**src/rtl/dmem_access_ctrl_pkg.sv**
```systemverilog
// Shared encodings for the data-memory access sequencer: funct3 codes,
// FSM states, fault causes and access-size decode helpers.
package dmem_access_ctrl_pkg;

  localparam logic MEM_READ  = 1'b0;
  localparam logic MEM_WRITE = 1'b1;

  localparam logic [2:0] F3_LB  = 3'b000;
  localparam logic [2:0] F3_LH  = 3'b001;
  localparam logic [2:0] F3_LW  = 3'b010;
  localparam logic [2:0] F3_LBU = 3'b100;
  localparam logic [2:0] F3_LHU = 3'b101;
  localparam logic [2:0] F3_SB  = 3'b000;
  localparam logic [2:0] F3_SH  = 3'b001;
  localparam logic [2:0] F3_SW  = 3'b010;

  typedef enum logic [1:0] {
    DMC_IDLE = 2'b00,
    DMC_BUS  = 2'b01,
    DMC_DONE = 2'b10,
    DMC_ERR  = 2'b11
  } dmc_state_e;

  typedef enum logic [1:0] {
    FLT_NONE     = 2'b00,
    FLT_MISALIGN = 2'b01,
    FLT_BUSERR   = 2'b10,
    FLT_TIMEOUT  = 2'b11
  } flt_cause_e;

  typedef enum logic [1:0] {
    SZ_BYTE = 2'b00,
    SZ_HALF = 2'b01,
    SZ_WORD = 2'b10
  } acc_size_e;

  // Loads and stores decode funct3 differently; unknown codes fall back to a word.
  function automatic acc_size_e access_size(input logic rw, input logic [2:0] f3);
    acc_size_e sz;
    sz = SZ_WORD;
    if (rw == MEM_READ) begin
      case (f3)
        F3_LB, F3_LBU: sz = SZ_BYTE;
        F3_LH, F3_LHU: sz = SZ_HALF;
        default:       sz = SZ_WORD;
      endcase
    end else begin
      case (f3)
        F3_SB:   sz = SZ_BYTE;
        F3_SH:   sz = SZ_HALF;
        F3_SW:   sz = SZ_WORD;
        default: sz = SZ_WORD;
      endcase
    end
    return sz;
  endfunction

  function automatic logic is_misaligned(input acc_size_e sz, input logic [1:0] a);
    logic mis;
    case (sz)
      SZ_HALF: mis = a[0];
      SZ_WORD: mis = |a;
      default: mis = 1'b0;
    endcase
    return mis;
  endfunction

endpackage

```
**src/rtl/dmem_access_ctrl_if.sv**
```systemverilog
// Data-memory bus: request/write payload from the sequencer, ready/data/error
// response from the memory side.
interface dmem_access_ctrl_if;
  logic        bus_valid;
  logic        bus_we;
  logic [31:0] bus_addr;
  logic [3:0]  bus_wstrb;
  logic [31:0] bus_wdata;
  logic        bus_ready;
  logic [31:0] bus_rdata;
  logic        bus_err;

  modport master (
    output bus_valid, bus_we, bus_addr, bus_wstrb, bus_wdata,
    input  bus_ready, bus_rdata, bus_err
  );

  modport slave (
    input  bus_valid, bus_we, bus_addr, bus_wstrb, bus_wdata,
    output bus_ready, bus_rdata, bus_err
  );
endinterface

```
**src/rtl/dmem_align.sv**
```systemverilog
// Lane steering for stores (strobes + replicated data) and lane selection
// with sign/zero extension for loads. Purely combinational.
module dmem_align
  import dmem_access_ctrl_pkg::*;
(
  input  logic [2:0]  funct3,
  input  logic [1:0]  addr_lo,
  input  logic [31:0] wdata,
  input  logic [31:0] bus_rdata,
  output logic [3:0]  wstrb,
  output logic [31:0] wdata_al,
  output logic [31:0] rdata_ext
);

  logic [7:0]  byte_sel;
  logic [15:0] half_sel;

  always_comb begin
    wstrb    = 4'b1111;
    wdata_al = wdata;
    case (access_size(MEM_WRITE, funct3))
      SZ_BYTE: begin
        wstrb    = 4'b0001 << addr_lo;
        wdata_al = {4{wdata[7:0]}};
      end
      SZ_HALF: begin
        wstrb    = addr_lo[1] ? 4'b1100 : 4'b0011;
        wdata_al = {2{wdata[15:0]}};
      end
      default: ;
    endcase
  end

  always_comb begin
    case (addr_lo)
      2'b00:   byte_sel = bus_rdata[7:0];
      2'b01:   byte_sel = bus_rdata[15:8];
      2'b10:   byte_sel = bus_rdata[23:16];
      default: byte_sel = bus_rdata[31:24];
    endcase
    half_sel = addr_lo[1] ? bus_rdata[31:16] : bus_rdata[15:0];

    case (funct3)
      F3_LB:   rdata_ext = {{24{byte_sel[7]}}, byte_sel};
      F3_LBU:  rdata_ext = {24'h0, byte_sel};
      F3_LH:   rdata_ext = {{16{half_sel[15]}}, half_sel};
      F3_LHU:  rdata_ext = {16'h0, half_sel};
      default: rdata_ext = bus_rdata;
    endcase
  end

endmodule

```
**src/rtl/dmem_access_ctrl.sv**
```systemverilog
// Load/store sequencer: issues one bus transfer per memory instruction,
// stalls the core until it completes, and reports misalign/bus/timeout faults.
//
//   state    | meaning
//   IDLE     | waiting for req; misaligned req goes straight to ERR
//   BUS      | bus_valid held with stable payload until ready or timeout
//   DONE     | one-cycle done pulse, rdata valid
//   ERR      | one-cycle fault pulse with fault_cause
module dmem_access_ctrl
  import dmem_access_ctrl_pkg::*;
#(
  parameter int TIMEOUT = 255,
  parameter int CNT_W   = 8
) (
  input  logic                clk,
  input  logic                rst,
  input  logic                req,
  input  logic                mem_rw,
  input  logic [2:0]          funct3,
  input  logic [31:0]         addr,
  input  logic [31:0]         wdata,
  output logic                stall,
  output logic                done,
  output logic [31:0]         rdata,
  output logic                fault,
  output logic [1:0]          fault_cause,
  dmem_access_ctrl_if.master  bus
);

  localparam logic [CNT_W-1:0] CNT_LAST = CNT_W'(TIMEOUT - 1);

  dmc_state_e       state_q, state_d;
  flt_cause_e       cause_q, cause_d;
  logic [CNT_W-1:0] cnt_q, cnt_d;
  logic [31:0]      addr_q, addr_d;
  logic [2:0]       funct3_q, funct3_d;
  logic             rw_q, rw_d;
  logic [31:0]      wdata_q, wdata_d;
  logic [3:0]       wstrb_q, wstrb_d;
  logic [31:0]      rdata_q, rdata_d;

  logic [2:0]  al_funct3;
  logic [1:0]  al_addr;
  logic [3:0]  al_wstrb;
  logic [31:0] al_wdata;
  logic [31:0] al_rdata;
  logic        misaligned;

  // One aligner serves both phases: live inputs while latching in IDLE,
  // latched funct3/addr while extending the read response.
  assign al_funct3  = (state_q == DMC_IDLE) ? funct3    : funct3_q;
  assign al_addr    = (state_q == DMC_IDLE) ? addr[1:0] : addr_q[1:0];
  assign misaligned = is_misaligned(access_size(mem_rw, funct3), addr[1:0]);

  dmem_align u_align (
    .funct3    (al_funct3),
    .addr_lo   (al_addr),
    .wdata     (wdata),
    .bus_rdata (bus.bus_rdata),
    .wstrb     (al_wstrb),
    .wdata_al  (al_wdata),
    .rdata_ext (al_rdata)
  );

  always_ff @(posedge clk or posedge rst) begin
    if (rst) begin
      state_q  <= DMC_IDLE;
      cause_q  <= FLT_NONE;
      cnt_q    <= '0;
      addr_q   <= '0;
      funct3_q <= '0;
      rw_q     <= MEM_READ;
      wdata_q  <= '0;
      wstrb_q  <= '0;
      rdata_q  <= '0;
    end else begin
      state_q  <= state_d;
      cause_q  <= cause_d;
      cnt_q    <= cnt_d;
      addr_q   <= addr_d;
      funct3_q <= funct3_d;
      rw_q     <= rw_d;
      wdata_q  <= wdata_d;
      wstrb_q  <= wstrb_d;
      rdata_q  <= rdata_d;
    end
  end

  always_comb begin
    state_d     = state_q;
    cause_d     = cause_q;
    cnt_d       = cnt_q;
    addr_d      = addr_q;
    funct3_d    = funct3_q;
    rw_d        = rw_q;
    wdata_d     = wdata_q;
    wstrb_d     = wstrb_q;
    rdata_d     = rdata_q;
    stall       = 1'b0;
    done        = 1'b0;
    fault       = 1'b0;
    fault_cause = FLT_NONE;

    case (state_q)
      DMC_IDLE: begin
        stall = req;
        if (req) begin
          if (misaligned) begin
            state_d = DMC_ERR;
            cause_d = FLT_MISALIGN;
          end else begin
            state_d  = DMC_BUS;
            cnt_d    = '0;
            addr_d   = addr;
            funct3_d = funct3;
            rw_d     = mem_rw;
            wdata_d  = al_wdata;
            wstrb_d  = (mem_rw == MEM_WRITE) ? al_wstrb : 4'b0000;
          end
        end
      end
      DMC_BUS: begin
        stall = 1'b1;
        cnt_d = cnt_q + CNT_W'(1);
        // A response in the final cycle still completes the access.
        if (bus.bus_ready) begin
          if (bus.bus_err) begin
            state_d = DMC_ERR;
            cause_d = FLT_BUSERR;
          end else begin
            state_d = DMC_DONE;
            rdata_d = al_rdata;
          end
        end else if (cnt_q == CNT_LAST) begin
          state_d = DMC_ERR;
          cause_d = FLT_TIMEOUT;
        end
      end
      DMC_DONE: begin
        done    = 1'b1;
        state_d = DMC_IDLE;
      end
      DMC_ERR: begin
        fault       = 1'b1;
        fault_cause = cause_q;
        state_d     = DMC_IDLE;
      end
      default: state_d = DMC_IDLE;
    endcase
  end

  assign rdata         = rdata_q;
  assign bus.bus_valid = (state_q == DMC_BUS);
  assign bus.bus_we    = rw_q;
  assign bus.bus_addr  = {addr_q[31:2], 2'b00};
  assign bus.bus_wstrb = wstrb_q;
  assign bus.bus_wdata = wdata_q;

endmodule

```
**src/flat_wrapper.sv**
```systemverilog
// flat-port wrapper written by rule: the top's interface ports become plain ports
module dmem_access_ctrl_flat import dmem_access_ctrl_pkg::*;
#(
  parameter int TIMEOUT = 255,
  parameter int CNT_W   = 8
)
  (clk, rst, req, mem_rw, funct3, addr, wdata, stall, done, rdata, fault, fault_cause, bus_bus_valid, bus_bus_we, bus_bus_addr, bus_bus_wstrb, bus_bus_wdata, bus_bus_ready, bus_bus_rdata, bus_bus_err);
  dmem_access_ctrl_if bus_i ();
  input  logic clk;
  input  logic rst;
  input  logic req;
  input  logic mem_rw;
  input  logic [2:0] funct3;
  input  logic [31:0] addr;
  input  logic [31:0] wdata;
  output logic stall;
  output logic done;
  output logic [31:0] rdata;
  output logic fault;
  output logic [1:0] fault_cause;
  output wire logic [$bits(bus_i.bus_valid)-1:0] bus_bus_valid;
  output wire logic [$bits(bus_i.bus_we)-1:0] bus_bus_we;
  output wire logic [$bits(bus_i.bus_addr)-1:0] bus_bus_addr;
  output wire logic [$bits(bus_i.bus_wstrb)-1:0] bus_bus_wstrb;
  output wire logic [$bits(bus_i.bus_wdata)-1:0] bus_bus_wdata;
  input wire logic [$bits(bus_i.bus_ready)-1:0] bus_bus_ready;
  input wire logic [$bits(bus_i.bus_rdata)-1:0] bus_bus_rdata;
  input wire logic [$bits(bus_i.bus_err)-1:0] bus_bus_err;
  assign bus_bus_valid = bus_i.bus_valid;
  assign bus_bus_we = bus_i.bus_we;
  assign bus_bus_addr = bus_i.bus_addr;
  assign bus_bus_wstrb = bus_i.bus_wstrb;
  assign bus_bus_wdata = bus_i.bus_wdata;
  assign bus_i.bus_ready = bus_bus_ready;
  assign bus_i.bus_rdata = bus_bus_rdata;
  assign bus_i.bus_err = bus_bus_err;
  dmem_access_ctrl #(.TIMEOUT(TIMEOUT), .CNT_W(CNT_W)) u_core (.clk(clk), .rst(rst), .req(req), .mem_rw(mem_rw), .funct3(funct3), .addr(addr), .wdata(wdata), .stall(stall), .done(done), .rdata(rdata), .fault(fault), .fault_cause(fault_cause), .bus(bus_i));
endmodule
```
**config.mk**
```make
export PLATFORM = sky130hd
export DESIGN_NAME = dmem_access_ctrl_flat
export DESIGN_NICKNAME = d
export VERILOG_FILES = /design/src/rtl/dmem_access_ctrl_pkg.sv /design/src/rtl/dmem_access_ctrl_if.sv /design/src/rtl/dmem_align.sv /design/src/rtl/dmem_access_ctrl.sv /design/src/flat_wrapper.sv
export SDC_FILE = /design/constraint.sdc
export NUM_CORES = 1
export LEC_CHECK = 0
export ABC_AREA = 1
export CORE_ASPECT_RATIO = 0.5
export CORE_MARGIN = 3
export CORE_UTILIZATION = 45
export CTS_CLUSTER_SIZE = 40
export DETAILED_ROUTE_END_ITERATION = 6
export GPL_TIMING_DRIVEN = 0
export MAX_ROUTING_LAYER = met4
export PLACE_DENSITY = 0.79
export RECOVER_POWER = 50
export SYNTH_ARGS = -nofsm -noshare
export SYNTH_HDL_FRONTEND = slang
export SYNTH_SLANG_ARGS = --single-unit
```
**constraint.sdc**
```tcl
create_clock -name clk -period 6.6 [get_ports clk]
set_input_delay 0.99 -clock clk [delete_from_list [all_inputs] [get_ports clk]]
set_output_delay 0.99 -clock clk [all_outputs]
set_load 0.1 [all_outputs]
```
==> impl_metrics.toml <==
[outcome]
status = "finished with violations"
violations = "capacitance limit, slew limit"

[synth]
synth_area_leaders = "dfrtp_1 (46%), nand2_1 (18%), inv_1 (5.9%)"
synth_xor_xnor_area_share = 0.00698
synth_area_per_cell_sq_um = 7.69
muxShareOfSynthArea = 0
synth_top_cell_area_share = 0.463
netlist.top_cell.by_area = "dfrtp_1"
netlist_area_sq_um = 6280
yosysUniqueCellTypes = 36
synth-adder-area-share = 0.00399
ys.flop_type = "dfrtp_1"
yosysSeqAreaShare = 0.463
synth_compound_area_frac = 0.115
synth_edf_count = 0
ys_ff_latch = 116
synthArstFlopShare = 1.00
syn_inst = 816
synth_top_family_by_area = "simple AND/OR/NAND/NOR gates"
synth_warnings = 0
synthSimpleGateAreaFrac = 0.281

[critical_path]
cp-end-kind = "output port"
worst-path-max-fanout = 6
arrival_ns = 3.26
required_ns = 5.61
worstSetupStartpointType = "primary input"
rr_worst_depth = 11
critPathKind = "in -> out"
ff2ff_setup_slack_ns = 3.82

[sta]
tns_ns = 0
finalCritPeriodShare = 0.643
fmax_ghz = 0.235
tightest_slew_ns = 2.17
finalSetupViolations = 0
fin_crit_ns = 4.25
relSlewSlack = -0.443
finClkSkew_ns = 0.0102
hold_viol_final = 0
rsz0062_at_grt = "no"
slew_viol_final = 87

[finish]
drive_gt1_frac = 0.142
layout_common_cells = "nand2_1 (302), clkdlybuf4s50_1 (206), dfrtp_1 (116)"
multi_input_area_sq_um = 2550
syn_to_final_growth_pct = 47.6
antenna_cells = 0
nFillCells = 1048
num-nets-final = 1153
layout_commonest_cell = "nand2_1"
seqCellArea_sq_um = 2900

[routing]
drt-wirelength-per-cell_microns = 15.2
routed_wl_microns = 18900
drt_pass1_iterations = 6
vias = 6031
drt_iter0_drc = 456
remaining_drc_errors = 0
ant_nets = 0
vias_per_cell = 4.84

[grt]
grt_pass1_vias = 5943
grt.overflow.total = 0
grt_max_degree = 87
antenna_found_initial = 0
track_usage = 0.254
grt_pass1_wl_microns = 30300

[floorplanning]
boundaryPins = 212
die_x_microns = 173
start_util = 0.478
core-area_sq_um = 13100
fp.dieH_microns = 89.5
dieArea_sq_um = 15500
fp-row-count = 29

[clock_network]
cts.sinks = 116
holdBufCountCts = 0
ctsResizeCount = 0
post-cts-setup-buffer-count = 0
clock_latency_ns = 0.42
ctsHtreeMaxLevel = 4
clk_pin_slew_worst_paths_ns = 0.05
cts-root-buf = "clkbuf_16"
cts_made_buffers = 17
clk_path_buf_depth = 2
tritoncts = "built"

[placement]
portBuffers = 209
hpwl_microns = 14000
place_congestion = 0.890

[job]
maxCapViolCount = 1

[worst_hold_path]
holdCritPathClass = "reg -> reg"
hold_depth = 2
-- sequential cells by signal (all words and copies together) (netlist names) --
register,flops
u_core.addr_q,32
u_core.bus.bus_wdata,32
u_core.bus.bus_we,1
u_core.bus.bus_wstrb,4
u_core.cause_q,2
u_core.cnt_q,8
u_core.funct3_q,3
u_core.rdata,32
u_core.state_q,2
-- final cells by class --
class,count,area share
timing repair buffer,210,0.226
sequential,116,0.313
buffer,64,0.0430
multi-input combinational,533,0.275
clock inverter,12,0.0240
inverter,104,0.0426
tap,186,0.0251
clock buffer,20,0.0504
-- path summary, 6_finish.rpt --
check / startpoint / to
max: req / stall
min: u_core.addr_q[9]$_DFFE_PP0P_ / u_core.addr_q[9]$_DFFE_PP0P_
max reg2reg: u_core.state_q[0]$_DFFE_PP0P_ / u_core.rdata[25]$_DFFE_PP0P_
min reg2reg: u_core.addr_q[9]$_DFFE_PP0P_ / u_core.addr_q[9]$_DFFE_PP0P_
max in group asynchronous: rst / u_core.rdata[30]$_DFFE_PP0P_
min in group asynchronous: rst / u_core.bus.bus_wstrb[1]$_DFFE_PP0P_
-- cell usage after synthesis, types with 2 or more instances --
| cell | n |
|---|---|
| nand3_4 | 2 |
| nand3_1 | 17 |
| nor2_4 | 2 |
| and3_1 | 2 |
| xor2_1 | 4 |
| a21oi_1 | 12 |
| nand2_1 | 301 |
| nor2_1 | 13 |
| nand2_4 | 2 |
| o21ai_0 | 69 |
| buf_6 | 4 |
| o211ai_1 | 2 |
| ha_1 | 2 |
| clkbuf_1 | 7 |
| o22ai_1 | 9 |
| nor2_2 | 3 |
| nand3_2 | 10 |
| nand2_2 | 8 |
| buf_2 | 15 |
| or2_2 | 32 |
| buf_1 | 2 |
| o21a_1 | 16 |
| inv_1 | 99 |
| nand4_1 | 2 |
| o21ai_4 | 2 |
| buf_4 | 35 |
| dfrtp_1 | 116 |
| o21ai_1 | 17 |
| inv_2 | 4 |
-- layer usage --
metal / track usage / part of all wire / vias to the layer above
li1: - / - / 2948
met1: 0.316 / 0.45 / 2839
met2: 0.436 / 0.48 / 209
met3: 0.0403 / 0.050 / 35
met4: 0.0786 / 0.019 / 0
met5: - / 0 / -
-- per-stage QoR --
| stage | utilization | setup slack (ns) | instance area (sq um) | cells | hold WS (ns) |
|---|---|---|---|---|---|
| after global routing | 0.705 | 1.96 | 9260 | 1245 | 0.489 |
| after global placement | 0.655 | 0.837 | 8600 | 1212 | 0.454 |
| after CTS | 0.710 | 2.51 | 9330 | 1245 | 0.472 |
| after detailed placement | 0.658 | 2.53 | 8640 | 1213 | 0.458 |
| final | 0.705 | 2.35 | 9260 | 1245 | 0.472 |
| after floorplan | - | 2.54 | 6280 | 817 | 0.443 |
-- cell families (layout without fill, tap and decap cells) --
kind of cell,count (synthesis),count (layout)
AND/OR/NAND/NOR,396,396
buffers and inverters,168,410
AO/OA/AOI/OAI,128,128
flip-flops,116,116
XOR/XNOR,5,5
adder cells (fa/ha/maj),2,2
other,1,2
-- critical path, cell delays in order --
cell	delay, ns
dlygate4sd3_1	0.58
o21ai_0	0.55
inv_1	0.13
clkdlybuf4s50_1	1.00
Power is not shown: default switching activity piles up to over one toggle a cycle in this logic, so the estimate is an artifact.
